### config.mk
export PLATFORM = sky130hd
export DESIGN_NAME = snn_step_sequencer_flat
export DESIGN_NICKNAME = d
export VERILOG_FILES = /design/src/rtl/snn_pkg.sv /design/src/rtl/snn_step_sequencer_if.sv /design/src/rtl/snn_seq_wdump.sv /design/src/rtl/snn_step_sequencer.sv /design/src/flat_wrapper.sv
export SDC_FILE = /design/constraint.sdc
export NUM_CORES = 1
export LEC_CHECK = 0
export ABC_CLOCK_PERIOD_IN_PS = 6300
export CELL_PAD_IN_SITES_DETAIL_PLACEMENT = 1
export CELL_PAD_IN_SITES_GLOBAL_PLACEMENT = 1
export CORE_AREA = 2 2 205 207
export CTS_BUF_LIST = sky130_fd_sc_hd__clkbuf_8
export CTS_CLUSTER_SIZE = 28
export DETAILED_ROUTE_END_ITERATION = 7
export DIE_AREA = 0 0 207 209
export HOLD_SLACK_MARGIN = 0.02
export PLACE_DENSITY = 0.81
export SLEW_MARGIN = 40
export SYNTH_ARGS = -nofsm -noshare
export SYNTH_HDL_FRONTEND = slang
export SYNTH_HIERARCHICAL = 1
export SYNTH_SLANG_ARGS = --single-unit
### constraint.sdc
create_clock -name clk -period 6.3 [get_ports clk]
set_clock_uncertainty 0.15 [all_clocks]
set_input_delay 1.26 -clock clk [delete_from_list [all_inputs] [get_ports clk]]
set_output_delay 1.26 -clock clk [all_outputs]
set_load 0.01 [all_outputs]
### src/rtl/snn_pkg.sv
// Shared types for the SNN timestep sequencer.
// SNN_SEQ_WDUMP_EN adds the weight-dump state.
package snn_pkg;

  localparam int W_WIDTH = 16;

  typedef logic signed [W_WIDTH-1:0] weight_t;

  typedef enum logic [3:0] {
    S_IDLE,
    S_FETCH,
    S_LOAD,
    S_STEP,
    S_SAMPLE,
    S_EMIT,
    S_LEARN,
    S_GAP,
`ifdef SNN_SEQ_WDUMP_EN
    S_DUMP,
`endif
    S_FIN
  } seq_state_e;

endpackage

### src/rtl/snn_step_sequencer_if.sv
// Spike-row stream: one latched row per timestep,
// tagged with its timestep index.
interface snn_step_sequencer_if #(
  parameter int N    = 96,
  parameter int EVAW = 10
);
  logic            valid;
  logic            ready;
  logic [N-1:0]    data;
  logic [EVAW-1:0] t;

  modport master (
    output valid, data, t,
    input  ready
  );

  modport slave (
    input  valid, data, t,
    output ready
  );
endinterface

### src/rtl/snn_seq_wdump.sv
// Weight readback streamer: walks addr 0..M-1 through a
// 1-cycle-latency RAM into a 2-entry skid for backpressure.
module snn_seq_wdump
  import snn_pkg::*;
#(
  parameter int M  = 8,
  parameter int AW = $clog2(M)
) (
  input  logic          clk,
  input  logic          rstn,
  input  logic          i_clr,
  output logic [AW-1:0] o_rb_addr,
  input  weight_t       i_rb_data,
  output logic          o_valid,
  input  logic          i_ready,
  output weight_t       o_data,
  output logic          o_last
);

  logic [AW:0] r_addr;
  logic        r_pend;
  logic        r_pend_last;
  weight_t     r_buf [2];
  logic [1:0]  r_blast;
  logic        r_rd;
  logic        r_wr;
  logic [1:0]  r_cnt;
  logic        w_pop;
  logic        w_issue;
  logic [2:0]  w_used;
  logic [2:0]  w_room;

  assign o_valid = (r_cnt != 2'd0);
  assign o_data  = r_buf[r_rd];
  assign o_last  = r_blast[r_rd];
  assign w_pop   = o_valid & i_ready;

  // Held words plus the read in flight must fit in the skid.
  assign w_used  = {1'b0, r_cnt} + {2'b0, r_pend};
  assign w_room  = 3'd2 + {2'b0, w_pop};
  assign w_issue = !i_clr
                 && (r_addr < (AW+1)'(M))
                 && (w_used < w_room);

  assign o_rb_addr = w_issue ? r_addr[AW-1:0] : '0;

  always_ff @(posedge clk or negedge rstn) begin
    if (!rstn) begin
      r_addr      <= '0;
      r_pend      <= 1'b0;
      r_pend_last <= 1'b0;
      r_buf[0]    <= '0;
      r_buf[1]    <= '0;
      r_blast     <= '0;
      r_rd        <= 1'b0;
      r_wr        <= 1'b0;
      r_cnt       <= '0;
    end else if (i_clr) begin
      r_addr      <= '0;
      r_pend      <= 1'b0;
      r_pend_last <= 1'b0;
      r_rd        <= 1'b0;
      r_wr        <= 1'b0;
      r_cnt       <= '0;
    end else begin
      r_pend      <= w_issue;
      r_pend_last <= w_issue
                   && (r_addr == (AW+1)'(M-1));
      if (w_issue) r_addr <= r_addr + 1'b1;
      if (r_pend) begin
        r_buf[r_wr]   <= i_rb_data;
        r_blast[r_wr] <= r_pend_last;
        r_wr          <= ~r_wr;
      end
      if (w_pop) r_rd <= ~r_rd;
      r_cnt <= r_cnt
             + {1'b0, r_pend}
             - {1'b0, w_pop};
    end
  end

endmodule

### src/rtl/snn_step_sequencer.sv
// Timestep controller for snn_core: fetch, step, emit, optional STDP.
// SNN_SEQ_WDUMP_EN enables the post-learning weight dump.
module snn_step_sequencer
  import snn_pkg::*;
#(
  parameter int F        = 48,
  parameter int N        = 96,
  parameter int EV_DEPTH = 1024,
  parameter int EVAW     = $clog2(EV_DEPTH),
  parameter int AW       = $clog2(F*N)
) (
  input  logic                 clk,
  input  logic                 rstn,
  input  logic                 start,
  input  logic                 abort,
  input  logic [EVAW:0]        cfg_T,
  input  logic [7:0]           cfg_epochs,
  input  logic                 cfg_learn,
  output logic                 busy,
  output logic                 done,
  output logic [EVAW-1:0]      ev_addr,
  input  logic [F-1:0]         ev_data,
  output logic [F-1:0]         event_vec,
  output logic                 core_step,
  input  logic [N-1:0]         spikes_vec,
  output logic                 stdp_enable,
  output logic [F-1:0]         stdp_pre_bits,
  output logic [N-1:0]         stdp_post_bits,
  snn_step_sequencer_if.master spk,
  output logic [AW-1:0]        rb_addr,
  input  weight_t              rb_data,
  output logic                 wb_valid,
  input  logic                 wb_ready,
  output weight_t              wb_data,
  output logic                 wb_last
);

  localparam int M = F * N;
  localparam logic [AW-1:0] K_LAST = AW'(M - 1);

  seq_state_e      r_state;
  seq_state_e      w_next;
  seq_state_e      w_after;
  logic [EVAW:0]   r_T;
  logic [7:0]      r_ep_tot;
  logic            r_learn;
  logic [EVAW-1:0] r_t;
  logic [AW-1:0]   r_k;
  logic [7:0]      r_epoch;
  logic [F-1:0]    r_ev;
  logic [N-1:0]    r_spk;
  logic [EVAW-1:0] r_spk_t;
  logic            w_last_t;
  logic            w_more_ep;
  logic            w_step_done;
  logic            w_wb_fin;

  assign w_last_t    = ({1'b0, r_t} == r_T - 1'b1);
  assign w_more_ep   = (r_epoch + 8'd1) < r_ep_tot;
  assign w_step_done = (r_state == S_EMIT && spk.ready && !r_learn)
                    || (r_state == S_GAP);

  always_comb begin
    w_after = S_FIN;
    if (!w_last_t || w_more_ep) w_after = S_FETCH;
`ifdef SNN_SEQ_WDUMP_EN
    else if (r_learn) w_after = S_DUMP;
`endif
  end

  always_comb begin
    w_next = r_state;
    unique case (r_state)
      S_IDLE:   if (start) w_next = (cfg_T == '0) ? S_FIN : S_FETCH;
      S_FETCH:  w_next = S_LOAD;
      S_LOAD:   w_next = S_STEP;
      S_STEP:   w_next = S_SAMPLE;
      S_SAMPLE: w_next = S_EMIT;
      S_EMIT:   if (spk.ready) w_next = r_learn ? S_LEARN : w_after;
      S_LEARN:  if (r_k == K_LAST) w_next = S_GAP;
      S_GAP:    w_next = w_after;
`ifdef SNN_SEQ_WDUMP_EN
      S_DUMP:   if (w_wb_fin) w_next = S_FIN;
`endif
      S_FIN:    w_next = S_IDLE;
      default:  w_next = S_IDLE;
    endcase
    if (abort) w_next = S_IDLE;
  end

  always_ff @(posedge clk or negedge rstn) begin
    if (!rstn) begin
      r_state  <= S_IDLE;
      r_T      <= '0;
      r_ep_tot <= '0;
      r_learn  <= 1'b0;
      r_t      <= '0;
      r_k      <= '0;
      r_epoch  <= '0;
      r_ev     <= '0;
      r_spk    <= '0;
      r_spk_t  <= '0;
    end else begin
      r_state <= w_next;
      if (abort || w_next == S_FIN) r_ev <= '0;
      else if (r_state == S_LOAD) r_ev <= ev_data;
      if (!abort) begin
        if (r_state == S_IDLE && start) begin
          r_T      <= cfg_T;
          r_ep_tot <= (cfg_epochs == 8'd0) ? 8'd1 : cfg_epochs;
          r_learn  <= cfg_learn;
          r_t      <= '0;
          r_k      <= '0;
          r_epoch  <= '0;
        end
        if (r_state == S_SAMPLE) begin
          r_spk   <= spikes_vec;
          r_spk_t <= r_t;
        end
        if (r_state == S_LEARN && r_k != K_LAST) r_k <= r_k + 1'b1;
        // t and epoch hold at their terminal values after the last step.
        if (w_step_done) begin
          r_k <= '0;
          if (!w_last_t) r_t <= r_t + 1'b1;
          else begin
            if (r_epoch != r_ep_tot) r_epoch <= r_epoch + 8'd1;
            if (w_more_ep) r_t <= '0;
          end
        end
      end
    end
  end

  assign busy           = (r_state != S_IDLE) && (r_state != S_FIN);
  assign done           = (r_state == S_FIN);
  assign ev_addr        = r_t;
  assign event_vec      = r_ev;
  assign core_step      = (r_state == S_STEP);
  assign stdp_enable    = (r_state == S_LEARN);
  assign stdp_pre_bits  = r_ev;
  assign stdp_post_bits = r_spk;
  assign spk.valid      = (r_state == S_EMIT);
  assign spk.data       = r_spk;
  assign spk.t          = r_spk_t;

`ifdef SNN_SEQ_WDUMP_EN
  snn_seq_wdump #(
    .M  (M),
    .AW (AW)
  ) u_wdump (
    .clk       (clk),
    .rstn      (rstn),
    .i_clr     ((r_state != S_DUMP) || abort),
    .o_rb_addr (rb_addr),
    .i_rb_data (rb_data),
    .o_valid   (wb_valid),
    .i_ready   (wb_ready),
    .o_data    (wb_data),
    .o_last    (wb_last)
  );
  assign w_wb_fin = wb_valid & wb_ready & wb_last;
`else
  logic w_unused;
  assign w_unused = ^{rb_data, wb_ready};
  assign w_wb_fin = 1'b0;
  assign rb_addr  = '0;
  assign wb_valid = 1'b0;
  assign wb_data  = '0;
  assign wb_last  = 1'b0;
`endif

endmodule

### src/flat_wrapper.sv
// flat-port wrapper written by rule: the top's interface ports become plain ports
module snn_step_sequencer_flat import snn_pkg::*;
#(
  parameter int F        = 48,
  parameter int N        = 96,
  parameter int EV_DEPTH = 1024,
  parameter int EVAW     = $clog2(EV_DEPTH),
  parameter int AW       = $clog2(F*N)
)
  (clk, rstn, start, abort, cfg_T, cfg_epochs, cfg_learn, busy, done, ev_addr, ev_data, event_vec, core_step, spikes_vec, stdp_enable, stdp_pre_bits, stdp_post_bits, rb_addr, rb_data, wb_valid, wb_ready, wb_data, wb_last, spk_valid, spk_data, spk_t, spk_ready);
  snn_step_sequencer_if #(.N(N), .EVAW(EVAW)) spk_i ();
  input  logic clk;
  input  logic rstn;
  input  logic start;
  input  logic abort;
  input  logic [EVAW:0] cfg_T;
  input  logic [7:0] cfg_epochs;
  input  logic cfg_learn;
  output logic busy;
  output logic done;
  output logic [EVAW-1:0] ev_addr;
  input  logic [F-1:0] ev_data;
  output logic [F-1:0] event_vec;
  output logic core_step;
  input  logic [N-1:0] spikes_vec;
  output logic stdp_enable;
  output logic [F-1:0] stdp_pre_bits;
  output logic [N-1:0] stdp_post_bits;
  output logic [AW-1:0] rb_addr;
  input  weight_t rb_data;
  output logic wb_valid;
  input  logic wb_ready;
  output weight_t wb_data;
  output logic wb_last;
  output wire logic [$bits(spk_i.valid)-1:0] spk_valid;
  output wire logic [$bits(spk_i.data)-1:0] spk_data;
  output wire logic [$bits(spk_i.t)-1:0] spk_t;
  input wire logic [$bits(spk_i.ready)-1:0] spk_ready;
  assign spk_valid = spk_i.valid;
  assign spk_data = spk_i.data;
  assign spk_t = spk_i.t;
  assign spk_i.ready = spk_ready;
  snn_step_sequencer #(.F(F), .N(N), .EV_DEPTH(EV_DEPTH), .EVAW(EVAW), .AW(AW)) u_core (.clk(clk), .rstn(rstn), .start(start), .abort(abort), .cfg_T(cfg_T), .cfg_epochs(cfg_epochs), .cfg_learn(cfg_learn), .busy(busy), .done(done), .ev_addr(ev_addr), .ev_data(ev_data), .event_vec(event_vec), .core_step(core_step), .spikes_vec(spikes_vec), .stdp_enable(stdp_enable), .stdp_pre_bits(stdp_pre_bits), .stdp_post_bits(stdp_post_bits), .spk(spk_i), .rb_addr(rb_addr), .rb_data(rb_data), .wb_valid(wb_valid), .wb_ready(wb_ready), .wb_data(wb_data), .wb_last(wb_last));
endmodule
Word level (Yosys, flattened, before mapping)
Index checks and enable logic that the tools add are counted.
{"block": "classes", "n_addsub": 4, "magnitude_cmp": 1, "eq_ne": 14, "mux": 22, "n_bitwise": 1, "n_reduce_logical": 19}
{"operator": "$mux 48", "count": 2}
{"operator": "$mux 10", "count": 4}
{"operator": "$mux 8", "count": 5}
{"operator": "$mux 13", "count": 3}
{"operator": "$pmux 4 s8", "count": 1}
{"operator": "$mux 4", "count": 7}
{"operator": "$eq 4x3->1 const B", "count": 4}
{"operator": "$add 13x1->13 const B", "count": 1}
{"operator": "$eq 13x13->1 const B", "count": 1}
{"operator": "$ne 13x13->1 const B", "count": 1}
{"operator": "$eq 10x11->1", "count": 1}
{"operator": "$logic_not 11->1", "count": 1}
{"operator": "$sub 11x1->11 const B", "count": 1}
{"operator": "$add 10x1->10 const B", "count": 1}
{"operator": "$add 8x1->8 const B", "count": 1}
{"operator": "$eq 4x2->1 const B", "count": 2}
{"operator": "$eq 4x4->1 const B", "count": 2}
{"operator": "$logic_not 8->1", "count": 1}
{"operator": "$lt 8x8->1", "count": 1}
{"operator": "$ne 8x8->1", "count": 1}
{"operator": "$reduce_and 2->1", "count": 3}
{"operator": "$logic_and 1x1->1", "count": 5}
{"operator": "$eq 4x1->1 const B", "count": 1}
{"operator": "$logic_not 4->1", "count": 1}
{"operator": "other kinds (7)", "count": 10}
{"block": "totals", "regBits": 209, "inputBits": 186, "out_inout_bits": 344, "wordCells": 71}

Longest topological paths before layout
Gate-level depths: netlist of run 1.
{"block": "logic_depth", "word_depth": 12, "ltp_mapped": 13, "mapped_depth_nobuf": 11}

Least setup slack after synthesis of run 1
No wires, ideal clock.
{"block": "synth_path", "path_type": "in2reg", "from": "in abort", "to": "reg u_core.r_spk[55], in the netlist u_core/spk.data[55]", "setup_time_ps": 125, "arrival_ps": 2785, "required_time_ps": 6025, "path_slack_ps": 3240, "cell_stages": 5, "path_buffers": 3, "cell_sequence": "clkbuf_1 nor3_1 clkbuf_1 buf_2 mux2_2"}
{"block": "synth_between", "elab_chain_cells": 2}
{"item": "start, declared", "line": "flat_wrapper.sv:15", "source": "input logic abort;"}
{"item": "$not 1->1 (no source line)"}
{"item": "$reduce_and 2->1 (no source line)"}
{"item": "end signal, assigned", "line": "snn_step_sequencer.sv:117", "source": "r_spk <= spikes_vec;"}
{"item": "end, declared", "line": "snn_step_sequencer.sv:51", "source": "logic [N-1:0] r_spk;"}
No other way between the ends.
A chain may end at the register's enable or synchronous reset.

Worst setup path after layout of run 1
{"block": "layout_path", "from": "reg u_core.r_state[3]", "to": "out stdp_enable"}
{"block": "layout_between", "elab_chain_cells": 1}
{"item": "start, declared", "line": "snn_step_sequencer.sv:41", "source": "seq_state_e r_state;"}
{"item": "start signal, assigned", "line": "snn_step_sequencer.sv:104", "source": "r_state <= w_next;"}
{"item": "$eq 4x3->1", "line": "snn_step_sequencer.sv:139", "source": "assign stdp_enable = (r_state == S_LEARN);"}
{"item": "end, declared", "line": "flat_wrapper.sv:26", "source": "output logic stdp_enable;"}
No other way between the ends.

==> summary.txt, run 1 <==
Yosys
  • Synthesized cell area: between 0.01 and 0.015 mm²
  • Top-area cell type share of the netlist area: 49.35%
  • Number of library cell types mapped by synthesis: 59
  • Yosys top cell by area: dfrtp_1
  • #FFs+latches synth: 209
  • Synth Flop Type: dfrtp_1
  • Top-count cell post-synth: dfrtp_1
  • Sequential share of the synthesized area: 49.35%
  • Async SR Flop Fraction: 100.0%
  • Cells after Synth: 969
  • Avg Synthesized Cell Area: 10.94 µm²
  • Yosys warns: 6
  • Largest cells by area after synthesis: dfrtp_1 49%, buf_4 12%, mux2_2 11%, mux2i_1 4.8%, nor2_1 2.6%
  • Synth top cells by count: 209 x dfrtp_1, 176 x buf_4, 106 x mux2_2
  • EDFF count, synth: 0

Worst setup path
  • Crit. End Element: primary output
  • R2r setup slk: 2930 ps
  • R2R depth: 10
  • CP Cell Sequence: nand2b_1, or2_2, inv_1, clkdlybuf4s50_1
  • R2r endpoint: u_core/event_vec[37]$_DFFE_PN0P_
  • CP required: approximately 4900 ps
  • Setup Crit Path Kind: register to primary output
  • Max incr delay on CP: roughly 560 ps
  • Critical path endpoint: stdp_enable
  • Worst EP arrival: 2400 ps
  • Max Fanout on Critical Path: 9
  • Crit path from: u_core/r_state[3]$_DFF_PN0_
  • R2R Path Start: u_core/r_T[0]$_DFFE_PN0P_
  • Startpoint class of the critical path: register
  • Critical path's slowest cell: clkdlybuf4s50_1

Route
  • Final ANT Viol Nets: 0
  • Wire per inst: 18.30 µm
  • First-pass DRT Iterations: 5
  • Vias/cell: roughly 4.4
  • Routed WL: 34.46 mm
  • Via count: 8,286
  • DRC: 0
  • DRT iter0 DRCs: 257

Place
  • Routability Congestion: ~0.80
  • Post-detail-place hpwl: 25.68 mm
  • IO Port Bufs: 481
  • Pre-CTS setup slack: around 2300 ps

Clock network
  • CTS clk-pin slew, worst paths: 60 ps
  • Clock latency on the worst-skew pair: ~580 ps
  • Setup repair bufs after CTS: 0
  • Root Driver: clkbuf_8
  • Sink Count: 209
  • CTS Hold Bufs: 0
  • Clock Tree Buf Depth: 3
  • Resized cells post-CTS: 0
  • H-tree Lvls: 2
  • CTS tree: built
  • Num CTS Buffers: 40

STA
  • Fmax: 0.2622 GHz
  • Max-slew violation count: 0
  • Worst setup margin: 2486 ps
  • Setup TNS: 0 ps
  • Final setup vio count: 0
  • RSZ-0062 raised after global routing: no
  • Min Tclk post-route: 3814 ps
  • Period utilisation layout: 60.55%
  • Worst slew pin tran: 762.9 ps
  • Worst slew margin: about half
  • Final-report hold violation count: 0

GRT
  • GRT Residual Overflow: 0
  • Initial antenna violation count: 1
  • Largest net degree at the start of global routing: 107
  • Routing usage on met1: 18.17%
  • Vias in the first global route: 9,017
  • Global-route wire length before repair: 53.12 mm
  • Routing usage on met3: 4.479%
  • Most Crowded Layer GR: met2
  • Gr usage total: 15.43%
  • GR Util met2: 27.25%

Floorplan
  • Die area: around 0.043 mm²
  • IO Pins: 530
  • Die extent in x: just over 200 µm
  • Core Rows: between 70 and 80
  • Core region area: 0.04129 mm²
  • Die Ht: 209 µm
  • Initial core utilization: between 20% and 30%

Pwr
  • Peak supply drop: between 0.2 and 0.25 mV
  • Power Dens Cells: 393.2 mW/mm²
  • Leak Pwr: around 0.0066 µW
  • Power Total: 6160 µW

Hold path
  • HP Start: u_core/r_k[12]$_DFFE_PN0P_
  • Min-delay worst type: register to register

Final layout
  • Layout cells sized above 1: about 14%
  • Nets: 1,513
  • Area added between synthesis and finish: 47.82%
  • Final core utilization: 37.94%

Status
  • Status: completed

Run
  • Max_cap viols: 0
-- layout by cell type, fill, tap and decap left out, types with 3 or more instances in the layout --
master and instances:
a21oi_1 9, and2_1 3, xor2_1 10, nor2b_1 5, mux2i_1 51, o21ai_1 8
clkdlybuf4s50_1 480, or3_1 11, and3_1 8, o21a_1 4, a22o_1 3, nor4b_1 3
o211ai_1 7, ha_1 12, clkbuf_8 53, nand3_1 24, dfrtp_1 209, inv_1 37
xnor2_1 13, a31oi_1 4, nor3b_1 3, mux2_2 106, or2_2 5, nor4_1 5
nand2b_1 6, o21ai_0 35, nor2_1 73, nand3b_1 4, nor3_1 5, nand2_1 71
conb_1 31
-- cell families after synthesis --
| logic type | Yosys count | share of synthesized area, % |
|---|---|---|
| mux | 157 | 16.08 |
| fa+ha+maj | 12 | 1.417 |
| simple gates | 239 | 10.77 |
| flops | 209 | 49.35 |
| xor+xnor | 23 | 1.901 |
| buf+inv | 237 | 14.90 |
| other cells | 1 | 0.03539 |
| compound gates | 91 | 5.549 |
-- metal layers --
metal / wire (µm) / up-vias / part of all wire, %
li1: - / 3778 / -
met1: 13910 / 4159 / 40
met2: 17800 / 297 / 52
met3: 2033 / 52 / 5.9
met4: 722 / 0 / 2.1
met5: 0 / - / 0
-- layout make-up --
cell class	count	area, µm²
fill	4551	25620
sequential	209	5230
timing repair buffer	487	4913
multi-input combinational	553	3928
clock buffer	53	729.5
tap	539	674.4
clock inverter	17	97.59
inverter	24	90.09
antenna	1	2.502
-- stage by stage --
step,hold WS [ps],cells,area (µm²)
finish,339.8,1883,15670
CTS,336.5,1882,15650
detailed placement,325.9,1812,14830
global placement,311.2,1811,14800
global route,378.2,1883,15670
floorplan,287.2,999,10710
-- worst min path at each step --
stage	endpoint	slack, ps	depth (start not counted)
finish	u_core/r_k[12]$_DFFE_PN0P_	340	1
global route	u_core/spk.t[0]$_DFFE_PN0P_	380	1
CTS	u_core/r_k[12]$_DFFE_PN0P_	340	1
detailed placement	u_core/r_k[12]$_DFFE_PN0P_	330	1
global placement	u_core/r_k[12]$_DFFE_PN0P_	310	1
floorplan	u_core/r_k[12]$_DFFE_PN0P_	290	1
-- critical path, delay by kind of cell, from the launching register on --
kind	cells	cell delay [ps]
buf+inv	2	710
flops	1	480
simple gates	2	630
-- registers in the layout (all words and copies together), names as in the netlist --
signal,flops
u_core/ev_addr,10
u_core/r_learn,1
u_core/spk.t,10
u_core/r_T,11
u_core/event_vec,48
u_core/r_k,13
u_core/r_ep_tot,8
u_core/spk.data,96
u_core/r_state,4
u_core/r_epoch,8
-- power breakdown --
| part | leakage, µW | internal (µW) | switching [µW] |
|---|---|---|---|
| Sequential | 0.00271 | 1740 | 387 |
| Clock | 0.000477 | 789 | 609 |
| Combinational | 0.00341 | 1620 | 1010 |
(Power assumes the default switching activity.)
==> inputs of run 2 (changes only) <==
--- a/config.mk
+++ b/config.mk
@@ -5,16 +5,16 @@
 export SDC_FILE = /design/constraint.sdc
 export NUM_CORES = 1
 export LEC_CHECK = 0
-export ABC_CLOCK_PERIOD_IN_PS = 6300
+export ABC_CLOCK_PERIOD_IN_PS = 3500
 export CELL_PAD_IN_SITES_DETAIL_PLACEMENT = 1
 export CELL_PAD_IN_SITES_GLOBAL_PLACEMENT = 1
-export CORE_AREA = 2 2 205 207
+export CORE_AREA = 2 2 204 206
 export CTS_BUF_LIST = sky130_fd_sc_hd__clkbuf_8
 export CTS_CLUSTER_SIZE = 28
 export DETAILED_ROUTE_END_ITERATION = 7
-export DIE_AREA = 0 0 207 209
+export DIE_AREA = 0 0 206 208
 export HOLD_SLACK_MARGIN = 0.02
-export PLACE_DENSITY = 0.81
+export PLACE_DENSITY = 0.85
 export SLEW_MARGIN = 40
 export SYNTH_ARGS = -nofsm -noshare
 export SYNTH_HDL_FRONTEND = slang
==> constraint.sdc (replaced) <==
create_clock -name clk -period 3.5 [get_ports clk]
set_clock_uncertainty 0.15 [all_clocks]
set_input_delay 0.7 -clock clk [delete_from_list [all_inputs] [get_ports clk]]
set_output_delay 0.7 -clock clk [all_outputs]
set_load 0.01 [all_outputs]
==> summary.txt, run 2 (synthesis gave the netlist of run 1 again) <==
Pwr
  • Share of power burned in registers: 34.4% (-0.2 points)
  • Power Dens Cells: 708.4 mW/mm² (+80%)
  • Clk pwr share: 23.1% (+0.4 points)
  • Int Pwr: 7574 µW (+82%)
  • Power Total: 11,200 µW (+82%)
  • Combinational share of power: 42.5% (-0.2 points)
  • Peak supply drop: 0.3405 mV (+64%)
  • Leak Pwr: 0.006656 µW (+1.0%)
  • Sw frac: 32.37% (-0.16 points)
  • Switching power total: 3625 µW (+81%)

Clock network
  • CTS Hold Bufs: 1 (+1)
  • Root Driver: clkbuf_8
  • CTS tree: built
  • Sink Count: 209 (unchanged)
  • H-tree Lvls: 2 (unchanged)
  • Resized cells post-CTS: 0 (unchanged)
  • Clock latency on the worst-skew pair: 580 ps (about the same)
  • Num CTS Buffers: 41 (+2.5%)
  • Clock Tree Buf Depth: 3 (unchanged)
  • Setup repair bufs after CTS: 0 (unchanged)
  • CTS clk-pin slew, worst paths: 60 ps (about the same)

GRT
  • Vias in the first global route: 9,185 (+1.9%)
  • Global-route wire length before repair: 53.27 mm (+0.27%)
  • Initial antenna violation count: 1 (unchanged)
  • GRT Residual Overflow: 0 (unchanged)
  • Gr usage total: 15.78% (+0.36 points)
  • Largest net degree at the start of global routing: 83 (-22%)

STA
  • Min Tclk post-route: 3246 ps
  • Final setup vio count: 0 (unchanged)
  • RSZ-0062 raised after global routing: no
  • Final-report hold violation count: 0 (unchanged)
  • Fmax: around 0.31 GHz
  • Worst setup margin: 254.3 ps (-2231 ps)
  • Max-slew violation count: 0 (unchanged)
  • Period utilisation layout: 92.73%
  • Setup TNS: 0 ps (unchanged)
  • Worst slew margin: 50.88% (+1.7 points)
  • Worst slew pin tran: 734.1 ps (-28.81 ps)

Route
  • WL met3: 2.206 mm (+8.5%)
  • WL met1: 13.42 mm (-3.5%)
  • DRT iter0 DRCs: 313 (+22%)
  • Routed WL: 34.78 mm (+0.92%)
  • First-pass DRT Iterations: 4 (-1)
  • Vias/cell: 4.434 (+0.77%)
  • Highest routed metal layer: met4
  • Wire per inst: 18.39 µm (+0.49%)
  • Met2 Wirelength: 18.37 mm (+3.2%)
  • DRC: 0 (unchanged)
  • Via count: 8,385 (+1.2%)
  • Final ANT Viol Nets: 0 (unchanged)

Hold path
  • Min-delay worst type: register to register

Place
  • DP Area: 0.01492 mm² (+0.65%)
  • IO Port Bufs: 481 (unchanged)
  • Pre-CTS setup slack: 334.5 ps (-1963 ps)
  • Post-detail-place hpwl: 26.40 mm (+2.8%)
  • Routability Congestion: 0.8160 (+1.6%)
  • Post-Place Cells: 1,815 (+0.17%)

Floorplan
  • Initial core utilization: 26.13% (+0.47 points)
  • Core region area: 0.04055 mm² (-1.8%)
  • Core Rows: 74 (-1.3%)
  • Die area: 0.04285 mm² (-0.96%)
  • Die extent in x: 206 µm (-0.48%)
  • IO Pins: 530 (unchanged)
  • Die Ht: 208 µm (-0.48%)

Worst setup path
  • Crit. End Element: primary output
  • CP required: 2650 ps (-2240 ps)
  • Worst EP arrival: 2400 ps (about the same)
  • Max Fanout on Critical Path: 10 (+1)
  • CP Cell Sequence: nand2b_1, or2_2, inv_1, clkdlybuf4s50_1
  • Cell family with the largest share of critical-path delay: buffers and inverters
  • WP buf/inv: 2 (unchanged)
  • Startpoint class of the critical path: register
  • Critical path's slowest cell: clkdlybuf4s50_1
  • Max incr delay on CP: 580 ps (+20 ps)
  • Setup Crit Path Kind: register to primary output

Final layout
  • Filler Cell Count: 4,396 (-3.4%)
  • Post-route cell area: 0.01581 mm² (+0.92%)
  • Nets: 1,525 (+0.79%)
  • Most common cell after layout, fill and taps aside: clkdlybuf4s50_1
  • Most frequent cells in the layout: 480 x clkdlybuf4s50_1, 209 x dfrtp_1, 106 x mux2_2
  • Layout cells sized above 1: 14.73% (+0.95 points)
  • Area added between synthesis and finish: 49.17%
  • Finished Layout Cells: 1,891 (+0.42%)
  • Max reg flops: 96 (unchanged)

Run
  • Max_cap viols: 0 (unchanged)

Status
  • Status: completed
-- run 2: changes by cell type in the layout (fill, tap and decap cells not counted) --
| cell | before | now |
|---|---|---|
| nor3_4 | 1 | 0 |
| dlygate4sd3_1 | 0 | 1 |
| inv_6 | 1 | 0 |
| buf_6 | 1 | 0 |
| buf_12 | 2 | 6 |
| buf_16 | 1 | 0 |
| nor3_2 | 2 | 3 |
| inv_1 | 37 | 36 |
| clkinvlp_4 | 0 | 2 |
| buf_4 | 2 | 10 |
| clkinv_2 | 2 | 5 |
| bufinv_16 | 1 | 2 |
-- run 2: area by class of cell --
type                       count  area (µm²)  area share, %
clock buffer                  53       729.5          4.614
timing repair buffer         498        5025          31.78
inverter                      24       90.09         0.5698
sequential                   209        5230          33.08
antenna                        1       2.502        0.01583
tap                          532       665.6          4.211
multi-input combinational    553        3921          24.80
clock inverter                21       145.1         0.9181
-- run 2: worst paths after layout --
kind / cells after the start / end / from / slack [ps]
setup / recovery: 4 / stdp_enable / u_core/r_state[2]$_DFF_PN0_ / 250
hold / removal: 1 / u_core/r_k[12]$_DFFE_PN0P_ / u_core/r_k[12]$_DFFE_PN0P_ / 350
setup reg to reg: 11 / u_core/event_vec[47]$_DFFE_PN0P_ / u_core/r_epoch[2]$_DFFE_PN0N_ / 410
hold reg to reg: 1 / u_core/r_k[12]$_DFFE_PN0P_ / u_core/r_k[12]$_DFFE_PN0P_ / 350
max in group asynchronous: 3 / u_core/r_k[5]$_DFFE_PN0P_ / rstn / 1800
min in group asynchronous: 2 / u_core/spk.data[73]$_DFFE_PN0P_ / rstn / 580
-- run 2: per-layer routing --
metal  GRT usage, %  vias up
met5              0        -
met4          4.286        0
met3          4.088       58
met2          29.11      321
met1          17.73     4192
li1               -     3814
-- run 2: through the flow --
stage                     hold WS (ps)  utilization (%)
after floorplan                  254.4                -
after global placement           315.4            36.80
after detailed placement         344.9            36.80
after CTS                        354.5            38.98
after global routing             386.7            38.98
final                            352.6            38.98
-- run 2: worst reg2reg max path: cells and delay by family, from the launching register on --
family / cells / cell delay, ps
XOR/XNOR: 1 / 270
flip-flops: 1 / 530
buffers and inverters: 2 / 370
AND/OR/NAND/NOR: 3 / 510
AO/OA/AOI/OAI: 4 / 850
adder cells (fa/ha/maj): 1 / 300
-- run 2: power by group through the flow --
stage	Clock (µW)	Combinational, µW	Sequential, µW
CTS	2720	4810	3870
detailed placement	0	4780	3900
finish	2590	4760	3850
global route	2830	5050	3970
global placement	0	4670	3840
floorplan	0	2260	3980
